$ cat src/rtl/sram_like_arbiter.sv
`default_nettype none
// sram_like_arbiter: NUM_CH sram-like masters onto one slave, in-order response routing.
// SRAM_ARB_RR_EN selects round-robin arbitration; fixed priority otherwise. Rev 1.0
module sram_like_arbiter #(
  parameter int NUM_CH = 2,
  parameter int DEPTH  = 4
) (
  input  logic                     clk,
  input  logic                     reset,
  input  logic [NUM_CH-1:0]        m_req_i,
  input  logic [NUM_CH-1:0]        m_wr_i,
  input  logic [2*NUM_CH-1:0]      m_size_i,
  input  logic [4*NUM_CH-1:0]      m_wstrb_i,
  input  logic [32*NUM_CH-1:0]     m_addr_i,
  input  logic [32*NUM_CH-1:0]     m_wdata_i,
  output logic [NUM_CH-1:0]        m_addr_ok_o,
  output logic [NUM_CH-1:0]        m_data_ok_o,
  output logic [31:0]              m_rdata_o,
  output logic                     s_req_o,
  output logic                     s_wr_o,
  output logic [1:0]               s_size_o,
  output logic [3:0]               s_wstrb_o,
  output logic [31:0]              s_addr_o,
  output logic [31:0]              s_wdata_o,
  input  logic                     s_addr_ok_i,
  input  logic                     s_data_ok_i,
  input  logic [31:0]              s_rdata_i,
  output logic [$clog2(DEPTH):0]   outstanding_o,
  output logic                     resp_err_o
);
  localparam int CW = $clog2(NUM_CH);
  localparam int AW = $clog2(DEPTH);
  localparam logic [AW:0]   CNT_ONE  = 1;
  localparam logic [AW:0]   CNT_FULL = DEPTH[AW:0];
  localparam logic [AW-1:0] PTR_ONE  = 1;

  typedef enum logic [0:0] {IDLE = 1'b0, LOCK = 1'b1} state_t;

  state_t        state_q;
  logic [CW-1:0] lock_ch_q;
  logic [CW-1:0] sel_ch;
  logic [CW-1:0] grant;
  logic [CW-1:0] fifo_q [DEPTH];
  logic [AW-1:0] wr_ptr_q, rd_ptr_q;
  logic [AW:0]   cnt_q;
  logic          err_q;
  logic          rst_hold_q;
  logic          blank, full, s_req, hs, pop;

  // Outputs stay quiet during reset and for one cycle after it.
  assign blank = reset | rst_hold_q;
  assign full  = (cnt_q == CNT_FULL);
  assign s_req = ~blank & (|m_req_i) & ~full;
  assign grant = (state_q == LOCK) ? lock_ch_q : sel_ch;
  assign hs    = s_req & s_addr_ok_i;
  assign pop   = ~blank & s_data_ok_i & (cnt_q != '0);

`ifdef SRAM_ARB_RR_EN
  logic [CW-1:0] rr_ptr_q;

  always_comb begin
    int idx;
    sel_ch = rr_ptr_q;
    for (int k = NUM_CH - 1; k >= 0; k--) begin
      idx = (int'(rr_ptr_q) + k) % NUM_CH;
      if (m_req_i[idx]) sel_ch = CW'(idx);
    end
  end

  always_ff @(posedge clk) begin
    if (reset) rr_ptr_q <= '0;
    else if (hs) rr_ptr_q <= (grant == CW'(NUM_CH - 1)) ? '0 : grant + CW'(1);
  end
`else
  always_comb begin
    sel_ch = '0;
    for (int k = NUM_CH - 1; k >= 0; k--) begin
      if (m_req_i[k]) sel_ch = CW'(k);
    end
  end
`endif

  always_ff @(posedge clk) begin
    rst_hold_q <= reset;
    if (reset) begin
      state_q   <= IDLE;
      lock_ch_q <= '0;
      wr_ptr_q  <= '0;
      rd_ptr_q  <= '0;
      cnt_q     <= '0;
      err_q     <= 1'b0;
    end else begin
      case (state_q)
        IDLE: if (s_req && !s_addr_ok_i) begin
          state_q   <= LOCK;
          lock_ch_q <= sel_ch;
        end
        LOCK: if (hs) state_q <= IDLE;
        default: state_q <= IDLE;
      endcase
      if (hs)  wr_ptr_q <= wr_ptr_q + PTR_ONE;
      if (pop) rd_ptr_q <= rd_ptr_q + PTR_ONE;
      case ({hs, pop})
        2'b10:   cnt_q <= cnt_q + CNT_ONE;
        2'b01:   cnt_q <= cnt_q - CNT_ONE;
        default: cnt_q <= cnt_q;
      endcase
      if (~blank && s_data_ok_i && cnt_q == '0) err_q <= 1'b1;
    end
  end

  always_ff @(posedge clk) begin
    if (hs) fifo_q[wr_ptr_q] <= grant;
  end

  always_comb begin
    int gi;
    gi          = int'(grant);
    s_req_o     = s_req;
    s_wr_o      = 1'b0;
    s_size_o    = '0;
    s_wstrb_o   = '0;
    s_addr_o    = '0;
    s_wdata_o   = '0;
    m_addr_ok_o = '0;
    m_data_ok_o = '0;
    if (s_req) begin
      s_wr_o    = m_wr_i[gi];
      s_size_o  = m_size_i[gi*2 +: 2];
      s_wstrb_o = m_wstrb_i[gi*4 +: 4];
      s_addr_o  = m_addr_i[gi*32 +: 32];
      s_wdata_o = m_wdata_i[gi*32 +: 32];
    end
    if (hs)  m_addr_ok_o[grant] = 1'b1;
    if (pop) m_data_ok_o[fifo_q[rd_ptr_q]] = 1'b1;
  end

  assign m_rdata_o     = s_rdata_i;
  assign outstanding_o = cnt_q;
  assign resp_err_o    = err_q;
endmodule
`default_nettype wire

$ cat config.mk
export PLATFORM = sky130hd
export DESIGN_NAME = sram_like_arbiter
export DESIGN_NICKNAME = d
export VERILOG_FILES = /design/src/rtl/sram_like_arbiter.sv
export SDC_FILE = /design/constraint.sdc
export NUM_CORES = 1
export LEC_CHECK = 0
export ABC_AREA = 1
export CORE_AREA = 2 2 112 114
export CTS_CLUSTER_SIZE = 28
export DETAILED_ROUTE_END_ITERATION = 8
export DIE_AREA = 0 0 114 116
export HOLD_SLACK_MARGIN = 0.08
export SKIP_CTS_REPAIR_TIMING = 1
export SYNTH_ARGS = -nofsm -noshare
export SYNTH_HDL_FRONTEND = slang
export SYNTH_SLANG_ARGS = --single-unit
$ cat constraint.sdc
create_clock -name clk -period 2.8 [get_ports clk]
set_clock_uncertainty 0.05 [all_clocks]
set_input_delay 0.7 -clock clk [delete_from_list [all_inputs] [get_ports clk]]
set_output_delay 0.7 -clock clk [all_outputs]
set_load 0.05 [all_outputs]
==> metrics.log <==
[metrics] status: complete, no violations
[metrics] commonest non-fill, non-tap cells in the layout: sky130_fd_sc_hd__clkdlybuf4s50_1 (148), sky130_fd_sc_hd__nor2_1 (89), sky130_fd_sc_hd__buf_12 (81)
[metrics] number of vias per cell after detailed routing: 4.42
[metrics] Worst-Margin Slew: 0.509 ns
[metrics] Min-Delay Path Class: reg2reg
[metrics] Inst Count DP: 722
[metrics] antenna-violating nets left: 0
[metrics] Layout Utilization: 0.501
[metrics] First-pass DRT Iterations: 4
[metrics] final-report hold violation count: 0
[metrics] gr busiest metal: met2
[metrics] number of distinct library cell variants in the gate-level netlist after synthesis: 30
[metrics] most common library cell in the layout ignoring fill and taps: sky130_fd_sc_hd__clkdlybuf4s50_1
[metrics] Max IR drop VDD: 0.000203 V
[metrics] met2 routing resource usage after global routing: 0.263
[metrics] minimum setup slack among reg-to-reg paths: 0.64 ns
[metrics] maximum number of pins on one net before global-route repair: 38
[metrics] filler-free cell count of the finished design: 751
[metrics] shortest period the worst path allows: between 2 and 3 ns
[metrics] worst-path fanout max: 12
[metrics] Multi-input gate area: 1550 um^2
[metrics] register cell area after layout: 380 um^2
[metrics] mapped cell area: 2280 um^2
[metrics] P&R area growth vs syn: 162%
[metrics] clock tree from TritonCTS: done
[metrics] standard-cell row count: 40
[metrics] met1 Use GR: 0.181
[metrics] GRT Util Overall: 0.150
[metrics] power per unit of standard cell area: 282 nW/um^2
[metrics] Max Buffers Root-to-Sink: 2
[metrics] count of antenna diodes in the layout: 0
[metrics] clock transition at the registers of the reported paths: 0.05 ns
[metrics] DRC viols: 0
[metrics] estimated wirelength of the detail-placed design: 8850 um
[metrics] finished layout cell area: ~6000 um^2
[metrics] number of global-route vias before repair: 3,056
[metrics] H-Tree Level Count: 1
[metrics] endpoint of the worst register-to-register path: outstanding_o[2]
[metrics] ports placed on the boundary: 292
[metrics] achievable frequency: 365 MHz
[metrics] count of maximum capacitance violations: 0
[metrics] sequential element share of the synthesized area: 0.167
[metrics] source of the critical timing path: m_req_i[0]
[metrics] clock network latency to the later pin of the worst-skew pair: roughly 0.25 ns
[metrics] Port-buffer cells: 227
[metrics] maximum single-stage delay on the critical path: 0.19 ns
[metrics] Final Wtd Congestion: approximately 0.8
[metrics] global-route wire length before repair: 15,800 um
[metrics] Crit Path Class: in2out
[metrics] syn_area_per_cell: slightly below 6 um^2
[metrics] leakage dissipation: 0.00236 uW
[metrics] fill cell count: 1,131
[metrics] floorplan die width: around 110 um
[metrics] cell depth of the worst flop-to-flop path: 14
[metrics] buffer cell driving the clock tree root: sky130_fd_sc_hd__clkbuf_16
[metrics] element type at the critical path end: output pin
[metrics] height of the chip: 116 um
[metrics] number of buffers added by the clock tree synthesis step: 3
[metrics] NumNets Final: 791
[metrics] synthesis-stage register bit count: 17
[metrics] met3 track demand over resource: 0.0282
[metrics] final wirelength: 13,100 um
[metrics] CP max-delay cell: sky130_fd_sc_hd__clkbuf_16
[metrics] cells after synthesis: 384
[metrics] proportion of layout cells with a drive suffix above 1: 0.369
[metrics] Wirelength per Cell: 17.4 um
[metrics] arrival time at the worst endpoint: 1.99 ns
[metrics] Pins Over Slew Limit: 0
[metrics] Cell Area, Placed: 5410 um^2
[metrics] synth warn: 0
[metrics] share of flip-flops with an asynchronous set or reset: 0
[metrics] series of cell instances along the critical path: dlymetal6s2s_1 > inv_2 > nand2_1 > nand2_2 > nand2_4 > buf_4 > clkinv_8 > clkbuf_16 > nor2_1 > nor2_2 > buf_12
[metrics] number of setup violations in the final report: 0
[metrics] top_reg_cell synth: sky130_fd_sc_hd__dfxtp_1
[metrics] EDFF count, synth: 4
[metrics] Mapped Nets: 570
[metrics] headroom to the max-slew limit: 0.660
[metrics] RSZ-0062 raised after global routing: true
[metrics] endpoint of the worst setup timing path: s_wdata_o[11]
[metrics] final period utilization: 0.979
[metrics] Core Area: 11,900 um^2
[metrics] initial DRC count: 209
[metrics] initial core utilization: 0.191
[metrics] launching element type of the critical path: input pin
[metrics] reg2reg start: rst_hold_q
[metrics] Die Footprint: 13,200 um^2
[metrics] Sink Count: 17
[metrics] number of vias in the routed layout: approximately 3.3k
[metrics] overall power consumption: between 1500 and 2000 uW
[metrics] initial antenna violation count: 0
[metrics] grt ovf: 0
[metrics] required time at the endpoint of the critical path: 2.05 ns
report_power, final:
| group | switching [uW] | leakage [uW] | internal, uW | total, uW |
|---|---|---|---|---|
| logic | 553 | 0.00217 | 585 | 1140 |
| clock network | 87.5 | 0.0000382 | 193 | 280 |
| registers | 4.04 | 0.000142 | 259 | 263 |
| total | 645 | 0.00236 | 1040 | 1680 |
logic make-up after synthesis:
logic type      Yosys count  share of synthesized area
simple gates            200                      0.366
compound gates           81                      0.197
buf+inv                  80                      0.234
flops                    17                      0.167
fa+ha+maj                 6                     0.0363
routing by layer:
layer / up-vias / wire length, um
met1: 1515 / 5060
met5: - / 0
met3: 31 / 915
met2: 152 / 6740
met4: 0 / 348
li1: 1623 / -
area by class of cell:
class	count	share of cell area
timing repair buffer	269	0.613
multi-input combinational	288	0.260
sequential	17	0.0637
tap	147	0.0308
inverter	26	0.0189
clock buffer	4	0.0132
through the flow:
stage                     setup slack (ns)  hold WS [ns]  setup TNS, ns
after CTS                           -0.255         0.462         -13.43
after global placement              -0.218         0.405         -12.27
after floorplan                     0.0543         0.411              0
final                               0.0581         0.449              0
after global routing               -0.0839         0.476         -0.781
after detailed placement            -0.254         0.447         -13.51
worst max-delay path: cells and delay by family:
| kind | cells | cell delay (ns) |
|---|---|---|
| buffers and inverters | 6 | 0.76 |
| AND/OR/NAND/NOR | 5 | 0.53 |
synth_stat cells (2+ instances only):
| master | n | share of area |
|---|---|---|
| sky130_fd_sc_hd__o21ai_0 | 6 | 0.013 |
| sky130_fd_sc_hd__a21oi_1 | 6 | 0.013 |
| sky130_fd_sc_hd__o21ai_1 | 57 | 0.13 |
| sky130_fd_sc_hd__nand2_1 | 20 | 0.033 |
| sky130_fd_sc_hd__nor2_2 | 9 | 0.025 |
| sky130_fd_sc_hd__nor2_1 | 157 | 0.26 |
| sky130_fd_sc_hd__o21ai_2 | 11 | 0.042 |
| sky130_fd_sc_hd__clkbuf_1 | 11 | 0.018 |
| sky130_fd_sc_hd__inv_2 | 2 | 0.0033 |
| sky130_fd_sc_hd__inv_1 | 23 | 0.038 |
| sky130_fd_sc_hd__buf_2 | 2 | 0.0044 |
| sky130_fd_sc_hd__nand3_1 | 3 | 0.0066 |
| sky130_fd_sc_hd__nand3_2 | 2 | 0.0088 |
| sky130_fd_sc_hd__edfxtp_1 | 4 | 0.053 |
| sky130_fd_sc_hd__ha_1 | 5 | 0.027 |
| sky130_fd_sc_hd__dfxtp_1 | 13 | 0.11 |
| sky130_fd_sc_hd__buf_12 | 3 | 0.026 |
| sky130_fd_sc_hd__buf_4 | 32 | 0.11 |
| sky130_fd_sc_hd__nand4_1 | 3 | 0.0082 |
| sky130_fd_sc_hd__buf_8 | 5 | 0.033 |
worst min path at each step:
stage	start	endpoint	slack, ns	depth (start not counted)
2_1_floorplan	rd_ptr_q[1]	flop	0.41	2
3_3_place_gp	resp_err_o	resp_err_o	0.41	2
3_5_place_dp	resp_err_o	resp_err_o	0.45	2
4_1_cts	resp_err_o	resp_err_o	0.46	2
5_1_grt	resp_err_o	resp_err_o	0.48	2
6_report	resp_err_o	resp_err_o	0.45	2
(Power assumes the default switching activity.)
